==> src/rtl/truth_tbl1_pkg.sv <==
`default_nettype none
// ============================================================================
// Module      : truth_tbl1_pkg
// Description : Shared definitions for the truth-table preimage enumerator.
//               Holds the controller state encoding, the default truth table
//               and the minterm index width.
// Revision    : 1.0 - initial release
// ============================================================================
package truth_tbl1_pkg;

    // Three-input function -> 8 minterms, 3-bit index {a,b,c}.
    localparam int IDX_W     = 3;
    localparam int N_MINTERM = 1 << IDX_W;

    // f=1 at 000,001,010,100,111; f=0 at 011,101,110.
    localparam logic [N_MINTERM-1:0] TRUTH_TBL1_DEFAULT = 8'h97;

    typedef enum logic [1:0] {
        ST_IDLE  = 2'd0,
        ST_SCAN  = 2'd1,
        ST_EMPTY = 2'd2
    } state_t;

endpackage : truth_tbl1_pkg
`default_nettype wire

==> src/rtl/truth_tbl1_next_match.sv <==
`default_nettype none
// ============================================================================
// Module      : truth_tbl1_next_match
// Description : Combinational search for the lowest minterm index >= from_idx
//               whose table entry equals target.
//               Ports:
//                 tbl       in  8  truth table, bit i = f({a,b,c}=i)
//                 target    in  1  f value searched for
//                 from_idx  in  3  lowest index considered
//                 match_idx out 3  lowest matching index (0 when none)
//                 found     out 1  at least one match at or above from_idx
//                 last      out 1  match_idx is the only match at or above
//                                  from_idx
// Revision    : 1.0 - initial release
// ============================================================================
module truth_tbl1_next_match
    import truth_tbl1_pkg::*;
(
    input  logic [N_MINTERM-1:0] tbl,
    input  logic                 target,
    input  logic [IDX_W-1:0]     from_idx,
    output logic [IDX_W-1:0]     match_idx,
    output logic                 found,
    output logic                 last
);

    logic [N_MINTERM-1:0] w_mask;

    always_comb begin
        w_mask    = '0;
        match_idx = '0;
        for (int i = 0; i < N_MINTERM; i++) begin
            w_mask[i] = (tbl[i] == target) && (i >= int'(from_idx));
        end
        // Scan downward so the lowest set bit wins.
        for (int i = N_MINTERM - 1; i >= 0; i--) begin
            if (w_mask[i]) begin
                match_idx = i[IDX_W-1:0];
            end
        end
        found = |w_mask;
        // Exactly one bit set <=> clearing the lowest set bit leaves zero.
        last  = found && ((w_mask & (w_mask - 1'b1)) == '0);
    end

endmodule : truth_tbl1_next_match
`default_nettype wire

==> src/rtl/truth_tbl1_preimage_enum.sv <==
`default_nettype none
// ============================================================================
// Module      : truth_tbl1_preimage_enum
// Description : Enumerates, in ascending order, every input combination
//               {a,b,c} for which the 3-input truth table TBL yields the
//               requested output value. A request with no preimage produces a
//               single "empty" response.
//               Ports:
//                 clk         in  1  clock, rising edge
//                 reset_n     in  1  asynchronous active-low reset
//                 req_val     in  1  request valid
//                 req_rdy     out 1  request ready (IDLE only)
//                 req_target  in  1  f value to enumerate
//                 resp_val    out 1  response valid
//                 resp_rdy    in  1  response ready
//                 resp_abc    out 3  matching {a,b,c}
//                 resp_last   out 1  final response of the request
//                 resp_empty  out 1  request had no preimage
//               Build option: TRUTH_TBL1_PREIMAGE_SKIP_EN - jump directly
//               between matching indices (no bubble cycles in SCAN).
// Revision    : 1.0 - initial release
// ============================================================================
module truth_tbl1_preimage_enum
    import truth_tbl1_pkg::*;
#(
    parameter logic [N_MINTERM-1:0] TBL = TRUTH_TBL1_DEFAULT
)
(
    input  logic             clk,
    input  logic             reset_n,
    input  logic             req_val,
    output logic             req_rdy,
    input  logic             req_target,
    output logic             resp_val,
    input  logic             resp_rdy,
    output logic [IDX_W-1:0] resp_abc,
    output logic             resp_last,
    output logic             resp_empty
);

    state_t           r_state;
    state_t           w_state_nxt;
    logic [IDX_W-1:0] r_idx;
    logic [IDX_W-1:0] w_idx_nxt;
    logic             r_target;
    logic             w_target_nxt;

    // Shared search: in IDLE it looks at the incoming request from index 0
    // (empty detection / first match); elsewhere it looks at the latched
    // target from the current index (resp_last). The IDLE-side result only
    // feeds next-state logic, so no combinational req->resp path exists.
    logic             w_nm_target;
    logic [IDX_W-1:0] w_nm_from;
    logic [IDX_W-1:0] w_cur_idx;
    logic             w_cur_found;
    logic             w_cur_last;
    logic             w_cur_match;

    logic [IDX_W-1:0] w_first_idx;  // idx loaded on accept
    logic [IDX_W-1:0] w_step_idx;   // idx after a bubble or non-last fire

    assign w_nm_target = (r_state == ST_IDLE) ? req_target : r_target;
    assign w_nm_from   = (r_state == ST_IDLE) ? '0 : r_idx;
    assign w_cur_match = (TBL[r_idx] == r_target);

    truth_tbl1_next_match u_cur_match (
        .tbl       (TBL),
        .target    (w_nm_target),
        .from_idx  (w_nm_from),
        .match_idx (w_cur_idx),
        .found     (w_cur_found),
        .last      (w_cur_last)
    );

`ifdef TRUTH_TBL1_PREIMAGE_SKIP_EN
    logic [IDX_W-1:0] w_skip_idx;
    logic             w_skip_found;
    logic             w_skip_last;
    logic             w_unused_skip;

    // Searching from idx+1 wraps at 7, but that only happens on the last
    // fire, where the step value is not used.
    truth_tbl1_next_match u_skip_match (
        .tbl       (TBL),
        .target    (r_target),
        .from_idx  (r_idx + 1'b1),
        .match_idx (w_skip_idx),
        .found     (w_skip_found),
        .last      (w_skip_last)
    );

    assign w_unused_skip = w_skip_found ^ w_skip_last;
    assign w_first_idx   = w_cur_idx;
    assign w_step_idx    = w_skip_idx;
`else
    logic w_unused_cur;

    assign w_unused_cur = ^w_cur_idx;
    assign w_first_idx  = '0;
    assign w_step_idx   = r_idx + 1'b1;
`endif

    // ------------------------------------------------------------------
    // State register
    // ------------------------------------------------------------------
    always_ff @(posedge clk or negedge reset_n) begin
        if (!reset_n) begin
            r_state <= ST_IDLE;
        end else begin
            r_state <= w_state_nxt;
        end
    end

    // Enumeration index and latched target
    always_ff @(posedge clk or negedge reset_n) begin
        if (!reset_n) begin
            r_idx    <= '0;
            r_target <= 1'b0;
        end else begin
            r_idx    <= w_idx_nxt;
            r_target <= w_target_nxt;
        end
    end

    // ------------------------------------------------------------------
    // Next-state logic
    // ------------------------------------------------------------------
    always_comb begin
        w_state_nxt  = r_state;
        w_idx_nxt    = r_idx;
        w_target_nxt = r_target;
        case (r_state)
            ST_IDLE: begin
                if (req_val) begin
                    w_target_nxt = req_target;
                    if (!w_cur_found) begin
                        w_state_nxt = ST_EMPTY;
                        w_idx_nxt   = '0;
                    end else begin
                        w_state_nxt = ST_SCAN;
                        w_idx_nxt   = w_first_idx;
                    end
                end
            end
            ST_SCAN: begin
                if (!w_cur_match) begin
                    // Bubble: no response at this index, move on.
                    w_idx_nxt = w_step_idx;
                end else if (resp_rdy) begin
                    if (w_cur_last) begin
                        w_state_nxt = ST_IDLE;
                        w_idx_nxt   = '0;
                    end else begin
                        w_idx_nxt = w_step_idx;
                    end
                end
            end
            ST_EMPTY: begin
                if (resp_rdy) begin
                    w_state_nxt = ST_IDLE;
                end
            end
            default: begin
                w_state_nxt = ST_IDLE;
                w_idx_nxt   = '0;
            end
        endcase
    end

    // ------------------------------------------------------------------
    // Output logic
    // ------------------------------------------------------------------
    always_comb begin
        req_rdy    = 1'b0;
        resp_val   = 1'b0;
        resp_abc   = '0;
        resp_last  = 1'b0;
        resp_empty = 1'b0;
        case (r_state)
            ST_IDLE: begin
                req_rdy = 1'b1;
            end
            ST_SCAN: begin
                resp_val  = w_cur_match;
                resp_abc  = r_idx;
                // When the current index matches, the search from r_idx
                // returns r_idx itself, so its last flag is ours.
                resp_last = w_cur_match && w_cur_last;
            end
            ST_EMPTY: begin
                resp_val   = 1'b1;
                resp_last  = 1'b1;
                resp_empty = 1'b1;
            end
            default: begin
                req_rdy = 1'b0;
            end
        endcase
    end

endmodule : truth_tbl1_preimage_enum
`default_nettype wire

==> config.mk <==
export PLATFORM = sky130hd
export DESIGN_NAME = truth_tbl1_preimage_enum
export DESIGN_NICKNAME = d
export VERILOG_FILES = /design/src/rtl/truth_tbl1_pkg.sv /design/src/rtl/truth_tbl1_next_match.sv /design/src/rtl/truth_tbl1_preimage_enum.sv
export SDC_FILE = /design/constraint.sdc
export NUM_CORES = 1
export LEC_CHECK = 0
export CAP_MARGIN = 20
export CORE_AREA = 10 10 47 49
export DETAILED_ROUTE_END_ITERATION = 6
export DIE_AREA = 0 0 57 59
export GPL_TIMING_DRIVEN = 0
export PLACE_DENSITY = 0.65
export SLEW_MARGIN = 10
export SYNTH_ARGS = -nofsm -noshare
export SYNTH_HDL_FRONTEND = slang
export SYNTH_SLANG_ARGS = --single-unit
export TNS_END_PERCENT = 10
==> constraint.sdc <==
create_clock -name clk -period 1.8 [get_ports clk]
set_input_delay 0.54 -clock clk [delete_from_list [all_inputs] [get_ports clk]]
set_output_delay 0.54 -clock clk [all_outputs]
set_load 0.05 [all_outputs]
## After elaboration in Yosys (flattened, before gate mapping)

Memory sizes are Yosys's and may differ from the RTL's.
Index checks and enable logic that the tools add are counted.

| cells by class | value |
|---|---|
| equal/unequal tests | 9 |
| reductions and logical operators | 15 |
| order comparisons | 8 |
| mux-type cells | 20 |
| bitwise operators | 3 |
| $add $sub $neg | 2 |

Operators by type and width:

| cell | number |
|---|---|
| two-way mux 3 bit | 6 |
| two-way mux 2 bit | 6 |
| inequality test 2 bit (second input constant) | 5 |
| >= comparator 3 bit (first input constant) | 3 |
| logical AND 1 bit | 9 |
| case mux 3 bit (3 select lines) | 1 |
| AND 8 bit | 1 |
| logical NOT 8 bit | 1 |
| OR reduction 8 bit | 1 |
| subtractor 8 x 1 -> 8 bit (second input constant) | 1 |
| >= comparator 1 x 3 -> 1 bit (first input constant) | 2 |
| >= comparator 2 x 3 -> 1 bit (first input constant) | 2 |
| case mux 2 bit (3 select lines) | 1 |
| AND reduction 5 bit | 1 |
| < comparator 3 x 4 -> 1 bit (second input constant) | 1 |
| two-way mux 1 bit | 4 |
| case mux 1 bit (2 select lines) | 2 |
| adder 3 x 1 -> 3 bit (second input constant) | 1 |
| inequality test 3 bit (second input constant) | 1 |
| AND reduction 3 bit | 1 |
| equality test 2 x 1 -> 1 bit (second input constant) | 1 |
| equality test 2 bit (second input constant) | 1 |
| logical NOT 2 bit | 1 |
| inverter 1 bit | 2 |
| other kinds (2) | 2 |

| storage, ports and cells | value |
|---|---|
| bits in read-only memories | 8 |
| memories | 1 |
| bits of input ports | 5 |
| output and inout port bits | 7 |
| register bits | 6 |

Memories:

| memory | depth | width | rd ports | clocked after Yosys merged registers in | write ports | line | text |
|---|---|---|---|---|---|---|---|
| (no name shown) | 8 | 1 | 1 | 0 | 0 | truth_tbl1_preimage_enum.sv:64 | `assign w_cur_match = (TBL[r_idx] == r_target);` |

## Depth between registers and ports, before layout

| depth | value |
|---|---|
| depth after elaboration | 12 |
| depth in mapped cells | 7 |

## Hierarchy

From an unflattened synthesis, not the netlist that was laid out.

| second synthesis, totals | value |
|---|---|
| cells, all modules | 118 |
| area, all modules | 920.9 um^2 |

Modules (own cells, without submodules):

| module | seq. area each (um^2) | instances | cells each | area each (um^2) |
|---|---|---|---|---|
| truth_tbl1_preimage_enum | 150.1 | 1 | 54 | 496.7 |
| truth_tbl1_next_match | 0.0 | 1 | 64 | 424.2 |

## Worst setup path before layout

OpenSTA, ideal clock, no wires.

| timing | value |
|---|---|
| kind | reg2out |
| start | register r_state[0] |
| end | output port resp_last |
| data required time | 1.260 ns |
| cell stages (with the launch flop) | 7 |
| arrival | 2.018 ns |
| slack | -0.758 ns |
| buffers on the path | 0 |
| cell sequence | dfrtp_1 inv_1 ha_1 or2b_1 nor2_1 a31oi_1 nor2b_1 |

| on the way | value |
|---|---|
| longest elaborated chain between the ends | 10 |
| elaborated cells between the ends (all ways) | 27 |
| those cells by class | add/sub (1); order compare (7); eq/ne (2); mux (3); bitwise (2); reduce/logical (12) |

Ends and longest elaborated chain:

| item | line | text |
|---|---|---|
| start: declaration | truth_tbl1_preimage_enum.sv:41 | `state_t r_state;` |
| start signal: assignment | truth_tbl1_preimage_enum.sv:110 | `r_state <= w_state_nxt;` |
| logical NOT 2 bit | truth_tbl1_preimage_enum.sv:62, truth_tbl1_preimage_enum.sv:63 |  |
| two-way mux 3 bit or two-way mux 1 bit (tied branches) | truth_tbl1_preimage_enum.sv:63, truth_tbl1_preimage_enum.sv:62 |  |
| >= comparator 1 x 3 -> 1 bit, or another cell as far along | truth_tbl1_next_match.sv:33 | `w_mask[i] = (tbl[i] == target) && (i >= int'(from_idx));` |
| logical AND 1 bit | truth_tbl1_next_match.sv:33 |  |
| subtractor 8 x 1 -> 8 bit | truth_tbl1_next_match.sv:43 | `last = found && ((w_mask & (w_mask - 1'b1)) == '0);` |
| AND 8 bit | truth_tbl1_next_match.sv:43 |  |
| logical NOT 8 bit | truth_tbl1_next_match.sv:43 |  |
| logical AND 1 bit | truth_tbl1_next_match.sv:43 |  |
| logical AND 1 bit | truth_tbl1_preimage_enum.sv:188 | `resp_last = w_cur_match && w_cur_last;` |
| case mux 1 bit (2 select lines) * | truth_tbl1_preimage_enum.sv:179 | `case (r_state)` |
| end: declaration | truth_tbl1_preimage_enum.sv:37 | `output logic resp_last,` |

Mark *: on every way between the ends. The rest lies on a longest branch, timed or not.

## Final worst setup path

| timing | value |
|---|---|
| start | register r_idx[1] |
| end | output port resp_last |

| on the way | value |
|---|---|
| longest elaborated chain between the ends | 9 |
| elaborated cells between the ends (all ways) | 25 |
| those cells by class | add/sub (1); order compare (7); eq/ne (1); mux (3); bitwise (1); reduce/logical (11); memory (1) |

Ends and longest elaborated chain:

| item | line | text |
|---|---|---|
| start: declaration | truth_tbl1_preimage_enum.sv:43 | `logic [IDX_W-1:0] r_idx;` |
| start signal: assignment | truth_tbl1_preimage_enum.sv:120 | `r_idx <= w_idx_nxt;` |
| two-way mux 3 bit | truth_tbl1_preimage_enum.sv:63 | `assign w_nm_from = (r_state == ST_IDLE) ? '0 : r_idx;` |
| >= comparator 1 x 3 -> 1 bit, or another cell as far along | truth_tbl1_next_match.sv:33 |  |
| logical AND 1 bit | truth_tbl1_next_match.sv:33 |  |
| subtractor 8 x 1 -> 8 bit | truth_tbl1_next_match.sv:43 |  |
| AND 8 bit | truth_tbl1_next_match.sv:43 |  |
| logical NOT 8 bit | truth_tbl1_next_match.sv:43 |  |
| logical AND 1 bit | truth_tbl1_next_match.sv:43 |  |
| logical AND 1 bit * | truth_tbl1_preimage_enum.sv:188 |  |
| case mux 1 bit (2 select lines) * | truth_tbl1_preimage_enum.sv:179 |  |

Mark *: on every way between the ends. The rest lies on a longest branch, timed or not. The select of a mux whose other input is x is not followed.

==> metrics.txt <==
flops & latches, synth=6; violated checks=setup timing; initial antenna violation count=0; Post-synth EDFFs=0; Min Hold Slack=between 500 and 600 ps; setup TNS=-1330 ps; register area=~150 µm²; count leader, synth=dfrtp_1; Hold Crit Class=primary input to async pin; share of the synthesized area in the top cell type=0.303; Max transition margin=0.719; clk_skew=4.73 ps; die area=3360 µm²; final instance area=just under 800 µm²; max cap viols=0; clock buffer depth=2; Final Max Slew Viols=0; DRC Markers=0; via count=between 400 and 500; critical path type=flip-flop to output pin; slowest cell delay on critical path=420 ps; Worst-Skew Late Latency=between 200 and 250 ps; Iter 0 DRT Violations=1; core footprint=~1400 µm²; DP HPWL=between 800 and 900 µm; Top FF cell, synth=dfrtp_1; WP data arrival=1700 ps; ANT cells=0; most area-consuming cells after synthesis=dfrtp_1 (30%), ha_1 (10%), mux2_2 (4.5%); unrepaired setup endpoints after global routing=true; Worst setup startpoint=r_idx[1]; Worst-Margin Slew=about 420 ps; first-pass GRT wire length=1890 µm; Reg2Reg Setup Slack=-150 ps; htree depth=1; Initial Utilization=0.354; Critical Path RT=1260 ps; Routed Antenna Nets=0; Final Net Count=79; Reg clk slew, reported paths=approximately 50 ps; layout filler cell count=130; multi-input combinational cell area=about 430 µm²; width of the die=57 µm; Worst Path Max Fanout=2; synth cell count leaders=dfrtp_1 (6), ha_1 (4), inv_1 (3), nor2_1 (3), nor2b_1 (3); TritonRoute pass-1 iters=2; Hold Violations, Final=0; layout cell share with drive strength beyond 1=0.551; r2r worst-path depth=6; grt total ovfl=0; Top delay family on crit path=flip-flops; overall power=1.57 mW; Pleak=0.326 nW; via/cell ratio=between 5 and 6; final worst-path setup slack=-443 ps; area leader, netlist=dfrtp_1; Yosys cell types=30; pre-CTS WS=-867 ps; Yosys Warn Count=0; Syn Area/Cell=9.91 µm²; largest net degree at the start of global routing=11; clk root buf=clkbuf_4; syn nets=a little under 60; Placed Cells=between 70 and 80; VDD IR max=825 µV; Post-Syn Area=about 500 µm²; FF-to-FF End=r_idx[2]; row count=14; final worst-path cycle share=1.25; Worst setup SP type=flip-flop; Clock Sinks=6; routability congestion estimate=approximately 0.71; Die H=around 60 µm; buffers and inverters on the worst path=1; I/O Buffers=11; Util after Layout=0.566; status=finished with violations; GRT Total Usage=0.0676; endpoint class of the critical path=output pin; CTS tree=yes; Seq/Total Area, Yosys=0.303; # IOs=12; Cell Area, Placed=678 µm²; routed wire length=around 1100 µm; CTS Buf Count=3; setup violators final=9; Layout Cells excl Fill=85; Slowest-stage cell, CP=dfrtp_2; asr flop ratio synth=1.00; vias in the first global route=460; min Tclk post-route=approximately 2200 ps; reg-to-reg startpoint=r_idx[1]; Routed WL per cell=13.3 µm; cells along the critical path=ha_4 -> mux2i_4 -> xnor2_2 -> a31oi_2 -> nor2b_4 -> buf_8; area delta synth->final=60.1%; Syn Inst Count=50; pwr/cell area=about 2000 nW/µm²; fmax=roughly 450 MHz; CTS Hold Buffers Added=0
[area by class of cell]
cell class,instances,area share
clock buffer,4,0.0331
buffer,1,0.0189
multi-input combinational,40,0.536
tap,16,0.0252
timing repair buffer,15,0.180
sequential,6,0.192
inverter,3,0.0142
[placed cells by master, fill, tap and decap left out, drive strengths merged, types with 3 or more instances in the layout]
master,count
buf,12
clkdlybuf4s50,4
nor2,3
nor2b,3
inv,3
ha,4
and2,3
mux2i,3
clkbuf,4
dfrtp,6
[state kept, by name, summed over array words and instances (netlist names)]
| signal | count |
|---|---|
| r_idx | 3 |
| r_state | 2 |
| r_target | 1 |
[routing by layer]
layer	vias up	global-route usage	wire length, µm
li1	221	-	-
met1	202	0.0683	462
met2	5	0.119	626
met3	0	0.0215	46
met4	0	0.0403	0
met5	-	0	0
[cell families (layout without fill, tap and decap cells)]
group | Yosys count | count (layout) | share of synthesized area
AOI/OAI and AO/OA | 12 | 12 | 0.192
xor gates and xnor gates | 1 | 1 | 0.0177
adders and majority gates | 4 | 4 | 0.101
buffers and inverters | 4 | 23 | 0.0303
DFF | 6 | 6 | 0.303
muxes | 5 | 5 | 0.114
and+or+nand+nor | 18 | 18 | 0.242
[worst max-delay path by stage]
| stage | cells past startpoint | slack [ps] | to |
|---|---|---|---|
| after global placement | 6 | -880 | resp_last |
| final | 6 | -440 | resp_last |
| after CTS | 6 | -430 | resp_last |
| after global routing | 6 | -520 | resp_last |
| after floorplan | 5 | -200 | resp_last |
| after detailed placement | 6 | -870 | resp_last |
[where the power goes]
group,leakage [nW],internal [mW],switching (mW)
registers,0.0732,0.194,0.0696
clock network,0.0150,0.0837,0.0449
logic,0.238,0.583,0.590
[repair_timing]
item                       4_1_cts  5_1_grt
setup endpoints to repair       12       11
pin swaps                        3        2
gates resized for setup         56        5
setup buffers                    3        1
[worst reg2reg max path, cell delays in order (launching register included)]
cell,delay [ps]
dfrtp_2,420
ha_4,290
mux2i_4,80
buf_4,150
mux2i_2,150
or3_4,390
a221o_1,360
Power figures use the tool's default switching activity.
